[config.mk]
export PLATFORM = sky130hd
export DESIGN_NAME = bram_port_arbiter_flat
export DESIGN_NICKNAME = d
export VERILOG_FILES = /design/src/rtl/bram_port_arbiter_if.sv /design/src/rtl/bram_port_arbiter.sv /design/src/flat_wrapper.sv
export SDC_FILE = /design/constraint.sdc
export NUM_CORES = 1
export LEC_CHECK = 0
export ABC_AREA = 1
export CORE_ASPECT_RATIO = 0.8
export CORE_UTILIZATION = 42
export CTS_CLUSTER_SIZE = 8
export DETAILED_ROUTE_END_ITERATION = 8
export HOLD_SLACK_MARGIN = 0.06
export PLACE_DENSITY = 0.88
export SLEW_MARGIN = 10
export SYNTH_ARGS = -nofsm -noshare
export SYNTH_HDL_FRONTEND = slang
export SYNTH_SLANG_ARGS = --single-unit
[constraint.sdc]
create_clock -name clk -period 6.3 [get_ports clk]
set_clock_uncertainty 0.1 [all_clocks]
set_input_delay 1.89 -clock clk [delete_from_list [all_inputs] [get_ports clk]]
set_output_delay 1.89 -clock clk [all_outputs]
set_load 0.05 [all_outputs]
[src/rtl/bram_port_arbiter_if.sv]
// Handshake bundle between two requesters, the arbiter and one RAM port.
// slave: arbiter side. master: requester/RAM side (testbench or system).
interface bram_port_arbiter_if #(
    parameter int ADDRESS_BITWIDTH = 16
);
    logic                        r0_req;
    logic                        r0_write;
    logic [ADDRESS_BITWIDTH+1:0] r0_address;
    logic [1:0]                  r0_size;
    logic [31:0]                 r0_data_in;
    logic [31:0]                 r0_data_out;
    logic                        r0_ack;
    logic                        r0_error;

    logic                        r1_req;
    logic                        r1_write;
    logic [ADDRESS_BITWIDTH+1:0] r1_address;
    logic [1:0]                  r1_size;
    logic [31:0]                 r1_data_in;
    logic [31:0]                 r1_data_out;
    logic                        r1_ack;
    logic                        r1_error;

    logic [3:0]                  ram_write_enable;
    logic [ADDRESS_BITWIDTH-1:0] ram_address;
    logic [31:0]                 ram_data_in;
    logic [31:0]                 ram_data_out;

    modport slave (
        input  r0_req, r0_write, r0_address, r0_size, r0_data_in,
        output r0_data_out, r0_ack, r0_error,
        input  r1_req, r1_write, r1_address, r1_size, r1_data_in,
        output r1_data_out, r1_ack, r1_error,
        output ram_write_enable, ram_address, ram_data_in,
        input  ram_data_out
    );

    modport master (
        output r0_req, r0_write, r0_address, r0_size, r0_data_in,
        input  r0_data_out, r0_ack, r0_error,
        output r1_req, r1_write, r1_address, r1_size, r1_data_in,
        input  r1_data_out, r1_ack, r1_error,
        input  ram_write_enable, ram_address, ram_data_in,
        output ram_data_out
    );
endinterface

[src/rtl/bram_port_arbiter.sv]
// Round-robin sharing of one byte-enabled BRAM port by two requesters.
// Ports: clk, rst (async, active high), bus (slave modport: r0/r1 + RAM).
module bram_port_arbiter #(
    parameter int ADDRESS_BITWIDTH = 16,
    parameter int DATA_BITWIDTH    = 32
) (
    input  logic                 clk,
    input  logic                 rst,
    bram_port_arbiter_if.slave   bus
);
    localparam int AW = ADDRESS_BITWIDTH + 2;

    typedef enum logic [1:0] {
        IDLE,
        READ,
        RESP
    } state_t;

    state_t                   r_state;
    state_t                   w_next;
    logic                     r_grant;
    logic                     r_last_grant;
    logic                     r_error;
    logic [DATA_BITWIDTH-1:0] r_data0;
    logic [DATA_BITWIDTH-1:0] r_data1;

    logic                     w_any;
    logic                     w_sel;
    logic                     w_port;
    logic                     w_write;
    logic [AW-1:0]            w_addr;
    logic [1:0]               w_size;
    logic [DATA_BITWIDTH-1:0] w_din;
    logic [DATA_BITWIDTH-1:0] w_wdata;
    logic [3:0]               w_lanes;
    logic                     w_legal;
    logic [DATA_BITWIDTH-1:0] w_shift;
    logic [DATA_BITWIDTH-1:0] w_rdata;

    // In IDLE the fresh arbitration result drives the RAM; afterwards the
    // registered grant keeps the (stable) request of the winner selected.
    always_comb begin
        w_any = bus.r0_req | bus.r1_req;
        if (bus.r0_req && bus.r1_req)
            w_sel = ~r_last_grant;
        else
            w_sel = bus.r1_req;
        w_port = (r_state == IDLE) ? w_sel : r_grant;
        if (w_port) begin
            w_write = bus.r1_write;
            w_addr  = bus.r1_address;
            w_size  = bus.r1_size;
            w_din   = bus.r1_data_in;
        end else begin
            w_write = bus.r0_write;
            w_addr  = bus.r0_address;
            w_size  = bus.r0_size;
            w_din   = bus.r0_data_in;
        end
    end

    always_comb begin
        w_lanes = 4'b1111;
        w_wdata = w_din;
        w_legal = 1'b0;
        case (w_size)
            2'b00: begin
                w_lanes = 4'b0001 << w_addr[1:0];
                w_wdata = {4{w_din[7:0]}};
                w_legal = 1'b1;
            end
            2'b01: begin
                w_lanes = w_addr[1] ? 4'b1100 : 4'b0011;
                w_wdata = {2{w_din[15:0]}};
                w_legal = ~w_addr[0];
            end
            2'b10: w_legal = (w_addr[1:0] == 2'b00);
            default: w_legal = 1'b0;
        endcase
    end

    // Legal accesses are aligned, so a byte-lane shift also serves half/word.
    always_comb begin
        w_shift = bus.ram_data_out >> {w_addr[1:0], 3'b000};
        case (w_size)
            2'b00:   w_rdata = {24'b0, w_shift[7:0]};
            2'b01:   w_rdata = {16'b0, w_shift[15:0]};
            default: w_rdata = w_shift;
        endcase
    end

    always_comb begin
        w_next               = r_state;
        bus.ram_write_enable = 4'b0000;
        case (r_state)
            IDLE: begin
                if (w_any) begin
                    if (!w_legal) begin
                        w_next = RESP;
                    end else if (w_write) begin
                        w_next               = RESP;
                        bus.ram_write_enable = w_lanes;
                    end else begin
                        w_next = READ;
                    end
                end
            end
            READ:    w_next = RESP;
            RESP:    w_next = IDLE;
            default: w_next = IDLE;
        endcase
    end

    always_ff @(posedge clk or posedge rst) begin
        if (rst) begin
            r_state      <= IDLE;
            r_grant      <= 1'b0;
            r_last_grant <= 1'b1;
            r_error      <= 1'b0;
            r_data0      <= '0;
            r_data1      <= '0;
        end else begin
            r_state <= w_next;
            if (r_state == IDLE && w_any) begin
                r_grant      <= w_sel;
                r_last_grant <= w_sel;
                r_error      <= ~w_legal;
            end
            if (r_state == READ) begin
                if (r_grant)
                    r_data1 <= w_rdata;
                else
                    r_data0 <= w_rdata;
            end
        end
    end

    assign bus.ram_address = w_addr[AW-1:2];
    assign bus.ram_data_in = w_wdata;
    assign bus.r0_ack      = (r_state == RESP) && !r_grant;
    assign bus.r1_ack      = (r_state == RESP) && r_grant;
    assign bus.r0_error    = (r_state == RESP) && !r_grant && r_error;
    assign bus.r1_error    = (r_state == RESP) && r_grant && r_error;
    assign bus.r0_data_out = r_data0;
    assign bus.r1_data_out = r_data1;
endmodule
[src/flat_wrapper.sv]
// flat-port wrapper written by rule: the top's interface ports become plain ports
module bram_port_arbiter_flat 
#(
    parameter int ADDRESS_BITWIDTH = 16,
    parameter int DATA_BITWIDTH    = 32
)
  (clk, rst, bus_r0_req, bus_r0_write, bus_r0_address, bus_r0_size, bus_r0_data_in, bus_r0_data_out, bus_r0_ack, bus_r0_error, bus_r1_req, bus_r1_write, bus_r1_address, bus_r1_size, bus_r1_data_in, bus_r1_data_out, bus_r1_ack, bus_r1_error, bus_ram_write_enable, bus_ram_address, bus_ram_data_in, bus_ram_data_out);
  bram_port_arbiter_if #(.ADDRESS_BITWIDTH(ADDRESS_BITWIDTH)) bus_i ();
  input  logic clk;
  input  logic rst;
  input wire logic [$bits(bus_i.r0_req)-1:0] bus_r0_req;
  input wire logic [$bits(bus_i.r0_write)-1:0] bus_r0_write;
  input wire logic [$bits(bus_i.r0_address)-1:0] bus_r0_address;
  input wire logic [$bits(bus_i.r0_size)-1:0] bus_r0_size;
  input wire logic [$bits(bus_i.r0_data_in)-1:0] bus_r0_data_in;
  output wire logic [$bits(bus_i.r0_data_out)-1:0] bus_r0_data_out;
  output wire logic [$bits(bus_i.r0_ack)-1:0] bus_r0_ack;
  output wire logic [$bits(bus_i.r0_error)-1:0] bus_r0_error;
  input wire logic [$bits(bus_i.r1_req)-1:0] bus_r1_req;
  input wire logic [$bits(bus_i.r1_write)-1:0] bus_r1_write;
  input wire logic [$bits(bus_i.r1_address)-1:0] bus_r1_address;
  input wire logic [$bits(bus_i.r1_size)-1:0] bus_r1_size;
  input wire logic [$bits(bus_i.r1_data_in)-1:0] bus_r1_data_in;
  output wire logic [$bits(bus_i.r1_data_out)-1:0] bus_r1_data_out;
  output wire logic [$bits(bus_i.r1_ack)-1:0] bus_r1_ack;
  output wire logic [$bits(bus_i.r1_error)-1:0] bus_r1_error;
  output wire logic [$bits(bus_i.ram_write_enable)-1:0] bus_ram_write_enable;
  output wire logic [$bits(bus_i.ram_address)-1:0] bus_ram_address;
  output wire logic [$bits(bus_i.ram_data_in)-1:0] bus_ram_data_in;
  input wire logic [$bits(bus_i.ram_data_out)-1:0] bus_ram_data_out;
  assign bus_i.r0_req = bus_r0_req;
  assign bus_i.r0_write = bus_r0_write;
  assign bus_i.r0_address = bus_r0_address;
  assign bus_i.r0_size = bus_r0_size;
  assign bus_i.r0_data_in = bus_r0_data_in;
  assign bus_r0_data_out = bus_i.r0_data_out;
  assign bus_r0_ack = bus_i.r0_ack;
  assign bus_r0_error = bus_i.r0_error;
  assign bus_i.r1_req = bus_r1_req;
  assign bus_i.r1_write = bus_r1_write;
  assign bus_i.r1_address = bus_r1_address;
  assign bus_i.r1_size = bus_r1_size;
  assign bus_i.r1_data_in = bus_r1_data_in;
  assign bus_r1_data_out = bus_i.r1_data_out;
  assign bus_r1_ack = bus_i.r1_ack;
  assign bus_r1_error = bus_i.r1_error;
  assign bus_ram_write_enable = bus_i.ram_write_enable;
  assign bus_ram_address = bus_i.ram_address;
  assign bus_ram_data_in = bus_i.ram_data_in;
  assign bus_i.ram_data_out = bus_ram_data_out;
  bram_port_arbiter #(.ADDRESS_BITWIDTH(ADDRESS_BITWIDTH), .DATA_BITWIDTH(DATA_BITWIDTH)) u_core (.clk(clk), .rst(rst), .bus(bus_i));
endmodule
# ---- Word-level counts from Yosys, hierarchy flattened
# Index checks and enable logic that the tools add are counted.
dict set report totals {
  reg_bits 69
  output_inout_bits 120
  word_cells 49
  in_bits 142
}
dict set report classes {
  n_reduce_logical 12
  n_eq_ne 5
  bitwise 5
  shifts 2
  mux 19
}
# op count
set op_table {}
lappend op_table {{32-bit one-hot mux with 2 select lines} 2}
lappend op_table {{32-bit two-way mux} 1}
lappend op_table {{32-bit by 5-bit >> shifter with 32-bit output} 1}
lappend op_table {{4-bit two-way mux} 5}
lappend op_table {{18-bit two-way mux} 1}
lappend op_table {{2-bit two-way mux} 4}
lappend op_table {{4-bit one-hot mux with 2 select lines} 1}
lappend op_table {{1-bit logical AND} 6}
lappend op_table {{2-bit logical NOT} 3}
lappend op_table {{2-bit by 1-bit == test with 1-bit output, second input constant} 2}
lappend op_table {{2-bit == test, second input constant} 2}
lappend op_table {{1-bit inverter} 4}
lappend op_table {{2-bit one-hot mux with 2 select lines} 1}
lappend op_table {{2-bit AND reduction} 2}
lappend op_table {{1-bit by 2-bit << shifter with 4-bit output, first input constant} 1}
lappend op_table {{1-bit two-way mux} 3}
lappend op_table {{1-bit one-hot mux with 3 select lines} 1}
lappend op_table {{2-bit by 1-bit != test with 1-bit output, second input constant} 1}
lappend op_table {{1-bit logical NOT} 1}
lappend op_table {{1-bit OR} 1}

# ---- Logic depth before layout (Yosys ltp)
# Gate-level depths: netlist (run 1).
dict set report depth {
  ltp_word 10
  mapped_depth 13
  depth_no_buf 12
}

# ---- Least setup slack after synthesis (run 1)
# Ideal clock, no wire load.
dict set report synth_timing {
  kind {input -> output}
  start {input port bus_r0_req}
  end {output port bus_ram_data_in[21]}
  arrival_time_ns 3.802
  setup_slack_ns 0.508
  path_buffers 1
  cell_stages 8
  t_required_ns 4.310
  cell_sequence {nand2_1 > nand3_2 > nand2_4 > buf_2 > nand2_1 > nand2_1 > nor2_1 > a31oi_1}
}
dict set report synth_between {
  elab_chain_cells 6
  word_cells_on_any_way 8
  classes_between {eq/ne: 1; mux: 5; reduce/logical: 2}
}
# item line_no
set synth_rtl {}
lappend synth_rtl {{from (decl)} flat_wrapper.sv:11} ;# input wire logic [$bits(bus_i.r0_req)-1:0] bus_r0_req;
lappend synth_rtl {{1-bit logical AND (*)} bram_port_arbiter.sv:44} ;# if (bus.r0_req && bus.r1_req)
lappend synth_rtl {{1-bit two-way mux (*)} bram_port_arbiter.sv:44}
lappend synth_rtl {{1-bit two-way mux (*)} bram_port_arbiter.sv:48} ;# w_port = (r_state == IDLE) ? w_sel : r_grant;
lappend synth_rtl {{2-bit two-way mux} bram_port_arbiter.sv:49} ;# if (w_port) begin
lappend synth_rtl {{2-bit by 1-bit == test with 1-bit output / 2-bit logical NOT (equally long branches)} bram_port_arbiter.sv:66} ;# case (w_size)
lappend synth_rtl {{32-bit one-hot mux with 2 select lines (*)} bram_port_arbiter.sv:66}
lappend synth_rtl {{to (decl)} flat_wrapper.sv:29} ;# output wire logic [$bits(bus_i.ram_data_in)-1:0] bus_ram_data_in;
# Every way passes the cells marked *; elsewhere a longest branch is shown, timed or not.

# ---- Worst setup path in the final report (run 1)
dict set report layout_timing {
  start {input port bus_r0_req}
  end {output port bus_ram_data_in[23]}
}
# Same word-level chain as after synthesis.

==> flow_summary.ini, run 1 <==
[placement]
gp_congestion = 0.926
dp_hpwl_mm = 13.6
io_buffers = 261

[die]
rows = 33
start_util_pct = 43.5
boundaryPins = 262
die_h_um = 94.7
die_area_um2 = 11200
die_w_um = 118
core-area_um2 = 10400

[logic_synthesis]
synth_top_family_by_area = simple AND/OR/NAND/NOR gates
synth-simple-area-share_pct = 41.6
synth-seq-area-share_pct = 38.3
synth_area_um2 = 4510
yosys.area_share.adder_pct = 0
syn_inst = 655
synth_seq_cells = 69
yosysTopAreaCell = dfrtp_1
synth_nets = 797
synth_compound_area_share_pct = 6.71
ys_types = 29
synth.area.top_cells = dfrtp_1 38%, nand2_1 24%, nand3_1 8.3%
synth_xor_area_share_pct = 0
avgSynthCellArea_um2 = 6.89
synthMuxAreaShare_pct = 3.99
synth_top_area_share_pct = 37.7
yosysWarnings = 0

[timing]
setup_viol_count_final = 0
rsz0062_at_grt = no
layout_min_cycle_time_ps = 6130
hold_viol_final = 0
slew_violations = 0
max_freq_mhz = 163
relSlewSlack_pct = 42.6
worstMarginPinSlew_ps = 861
tns_ps = 0
fin_crit_sh_pct = 97.3

[route]
routed_wirelength_mm = 18.0
routedWlPerCell_um = 17.2
drt_first_iter_violations = 584
num_vias = 5480
ant_nets = 0
drc = 0
via_per_inst = 5.23
dr.pass1.iters = 5

[critical_path]
regToRegSetupSlack_ps = 3590
start_kind = input pin
worstReg2RegEnd = u_core.bus.r1_data_out[22]
cp.arrival_ps = 4140
cp.required_ps = 4310
r2r-start = u_core.r_state[1]
r2r_cells = 7
slowest_stage = clkdlybuf4s50_1
crit_path_cell_trace = clkdlybuf4s50_1 -> nand2_1 -> nand3_2 -> nand2_4 -> buf_4 -> nand2_1 -> nand2_1 -> nor2_1 -> a31oi_1 -> buf_12
cpPeakStageDelay_ps = 420
worstSetupPathType = in2out
end_kind = primary output
critPathMostFrequentCell = nand2_1
crit_fanout = 21

[cts]
clk_pin_slew_ps = 60
ctsRootBufferMaster = clkbuf_16
cts-buffers-inserted = 9
ctsHoldBuffers = 0
cts_sinks = 69
cts_resized = 0
clk_latency_ps = 330
clk_path_buf_depth = 2
cts-htree-levels = 3
post_cts_buffers = 0
cts_tree = built

[hold_path]
hold_end = u_core.bus.r1_data_out[0]
min_from = u_core.bus.r1_data_out[0]
whs_path_depth = 2
hp-class = reg2reg

[final_layout]
n_fill_cell = 777
nets = 1044
final_common_cell = nand2_1
layout_common_cells = 290 x nand2_1, 209 x clkdlybuf4s50_1, 75 x nand3_1
drive_above_1_share_pct = 14.2
area_growth_pct = 73.6
n_antenna_cell = 0

[global_route]
grt_pass1_wl_mm = 28.0
antenna_found_initial = 0
grt_max_degree = 70
grt_pass1_vias = 5220
grtUsageTotal_pct = 32.8
gr-total-overflow = 0

[run_status]
status = completed

[job]
maxCapViolations = 0
==> stage by stage <==
step	util, %	cells	cell area (um^2)	worst slack (ps)	hold slack, ps
6_report	75.6	1047	7830	168	382
5_1_grt	75.6	1047	7830	29.8	394
4_1_cts	75.5	1047	7830	199	381
3_5_place_dp	72.3	1031	7500	203	370
3_3_place_gp	72.3	1031	7500	240	362
2_1_floorplan	-	655	4510	508	343
==> worst max-delay path by stage <==
stage	from	end	slack (ps)	depth (start not counted)
after global routing	bus_r0_req	bus_ram_data_in[16]	30	10
after detailed placement	bus_r0_req	bus_ram_data_in[21]	200	10
final	bus_r0_req	bus_ram_data_in[23]	170	10
after floorplan	bus_r0_req	bus_ram_data_in[21]	510	8
after CTS	bus_r0_req	bus_ram_data_in[21]	200	10
after global placement	bus_r0_req	bus_ram_data_in[21]	240	10
==> registers in the layout, indices dropped and copies added (netlist names) <==
name	flops
u_core.bus.r0_data_out	32
u_core.bus.r1_data_out	32
u_core.r_error	1
u_core.r_grant	1
u_core.r_last_grant	1
u_core.r_state	2
==> layout make-up <==
type	instances	area, um^2	share of cell area (%)
Multi-Input combinational cell	493	2360	30.1
Clock inverter	6	93.8	1.20
Sequential cell	69	1730	22.1
Inverter	56	213	2.72
Clock buffer	10	239	3.05
Timing Repair Buffer	273	3030	38.6
Tap cell	140	175	2.24
==> cells in the mapped netlist, drive strengths merged <==
cell,n
a31oi,8
buf,26
clkbuf,11
dfrtp,68
dfstp,1
inv,56
mux2,16
nand2,302
nand3,86
nand3b,5
nand4,5
nor2,20
nor3,3
nor4,2
o211ai,8
o21ai,36
o22ai,2
==> layer usage <==
metal  GRT usage, %  up-vias  part of all wire, %
met4           10.5        0                  2.2
met2           51.5      302                   46
li1               -     2581                    -
met1           43.8     2560                   42
met5              0        -                    0
met3           9.36       37                  9.7
==> worst max-delay path: cells and delay by family <==
| family | cells | cell delay [ps] |
|---|---|---|
| compound gates | 1 | 250 |
| simple gates | 6 | 1110 |
| buf+inv | 3 | 880 |
==> cells by family (layout without fill, tap and decap cells) <==
group,after synthesis,count (layout)
multiplexers,16,16
flip-flops,69,69
AND/OR/NAND/NOR,423,423
AO/OA/AOI/OAI,54,54
buffers and inverters,93,345
Power of run 1 is left out: the tool's default activity adds up to more than one toggle a clock period on the data nets, which glitch-free logic cannot reach.
==> run 2, diff against run 1 <==
Settings changed: CORE_AREA set to 2 2 103 105, CORE_ASPECT_RATIO 0.8 to unset, CORE_UTILIZATION 42 to unset, DIE_AREA set to 0 0 105 107, DONT_BUFFER_PORTS set to 1, PLACE_DENSITY 0.88 to unset.
==> flow_summary.ini, run 2 (synthesis gave the netlist of run 1 again) <==
[critical_path]
crit_path_cell_trace = nand2_1 -> nand3_2 -> buf_4 -> nand3_1 -> nand2_4 -> inv_2 -> nor2_2 -> nand2_1 -> nand3_1 -> buf_12
cpPeakStageDelay_ps = 380
worstSetupPathType = in2out
slowest_stage = nor2_2
cp.required_ps = 4310
path_delay_family = simple AND/OR/NAND/NOR gates
end_kind = primary output
crit_fanout = 30
start_kind = input pin
cp.arrival_ps = 3770
worst-path-buf-inv = 3

[global_route]
antenna_found_initial = 2
grt_pass1_wl_mm = 24.2
gr-total-overflow = 0
grt_max_degree = 70
grt_pass1_vias = 4368
grtUsageTotal_pct = 28.2

[cts]
cts_tree = built
cts_sinks = 69
clk_path_buf_depth = 2
cts-htree-levels = 3
post_cts_buffers = 0
cts_resized = 0
ctsRootBufferMaster = clkbuf_8
cts-buffers-inserted = 9
clk_latency_ps = 350
clk_pin_slew_ps = 80
ctsHoldBuffers = 0

[route]
via_per_inst = 5.48
drc = 0
drt_first_iter_violations = 317
ant_nets = 0
routedWlPerCell_um = 20.0
routed_wirelength_mm = 16.3
dr.pass1.iters = 5
num_vias = 4475

[run_status]
status = completed

[hold_path]
hp-class = reg2reg

[timing]
slew_violations = 0
relSlewSlack_pct = 41.1
setup_viol_count_final = 0
hold_viol_final = 0
worstMarginPinSlew_ps = 879
layout_min_cycle_time_ps = 5760
fin_crit_sh_pct = 91.4
max_freq_mhz = 174
hold_slack_ps = 375
tns_ps = 0
rsz0062_at_grt = no

[die]
start_util_pct = 44.7
boundaryPins = 262
core-area_um2 = 10100
rows = 37
die_w_um = 105
die_h_um = 107
die_area_um2 = 11200

[final_layout]
fin_cells = 816
drive_above_1_share_pct = 16.7
n_fill_cell = 1036
area_growth_pct = 16.1
post-route-util_pct = 51.9
layout_common_cells = 290 x nand2_1, 75 x nand3_1, 68 x dfrtp_1
multi_input_area_um2 = 2380
nets = 815
seq_area_um2 = 1730
final_common_cell = nand2_1

[placement]
dp_hpwl_mm = 12.9
gp_congestion = 1.03
io_buffers = 0
place_inst = 798

[job]
maxCapViolations = 0
-- run 2: final cells by class --
cell class,count,share of cell area (%)
Clock buffer,11,2.89
Antenna cell,2,0.0956
Inverter,56,4.06
Sequential cell,69,33.0
Multi-Input combinational cell,493,45.4
Clock inverter,5,1.12
Tap cell,136,3.25
Timing Repair Buffer,44,10.1
-- run 2: worst register-to-register path, cell delays in order (launching register included) --
cell and delay (ps):
dfrtp_1 500, inv_1 70, nand2_1 100, nand2_2 350
nand2_4 370, nand2_2 100, nand2_4 260, inv_4 160
nor2_8 300, nand3_1 190, o21ai_1 170
-- run 2: path summary, 6_finish.rpt --
| path | startpoint | to | slack, ps | cells past startpoint |
|---|---|---|---|---|
| min in group asynchronous | rst | u_core.bus.r0_data_out[17] | 1590 | 2 |
| max reg2reg | u_core.r_state[0] | u_core.bus.r0_data_out[17] | 3540 | 10 |
| min reg2reg | u_core.r_last_grant | u_core.r_last_grant | 380 | 2 |
| max in group asynchronous | rst | u_core.bus.r1_data_out[14] | 3940 | 2 |
| max | bus_r0_req | bus_ram_data_in[30] | 540 | 10 |
| min | u_core.r_last_grant | u_core.r_last_grant | 380 | 2 |
-- run 2: through the flow --
step           setup WS [ps]  cell area, um^2
6_report                 540             5240
5_1_grt                  359             5240
4_1_cts                  534             5230
3_5_place_dp             533             5020
3_3_place_gp             618             5020
2_1_floorplan            508             4510
-- run 2: routing by layer --
metal,share of wire (%),GRT usage (%)
met1,34,29.5
met2,53,51.5
met3,7.8,6.26
met4,5.5,17.4
met5,0,0
Power of run 2 is left out for the same reason.
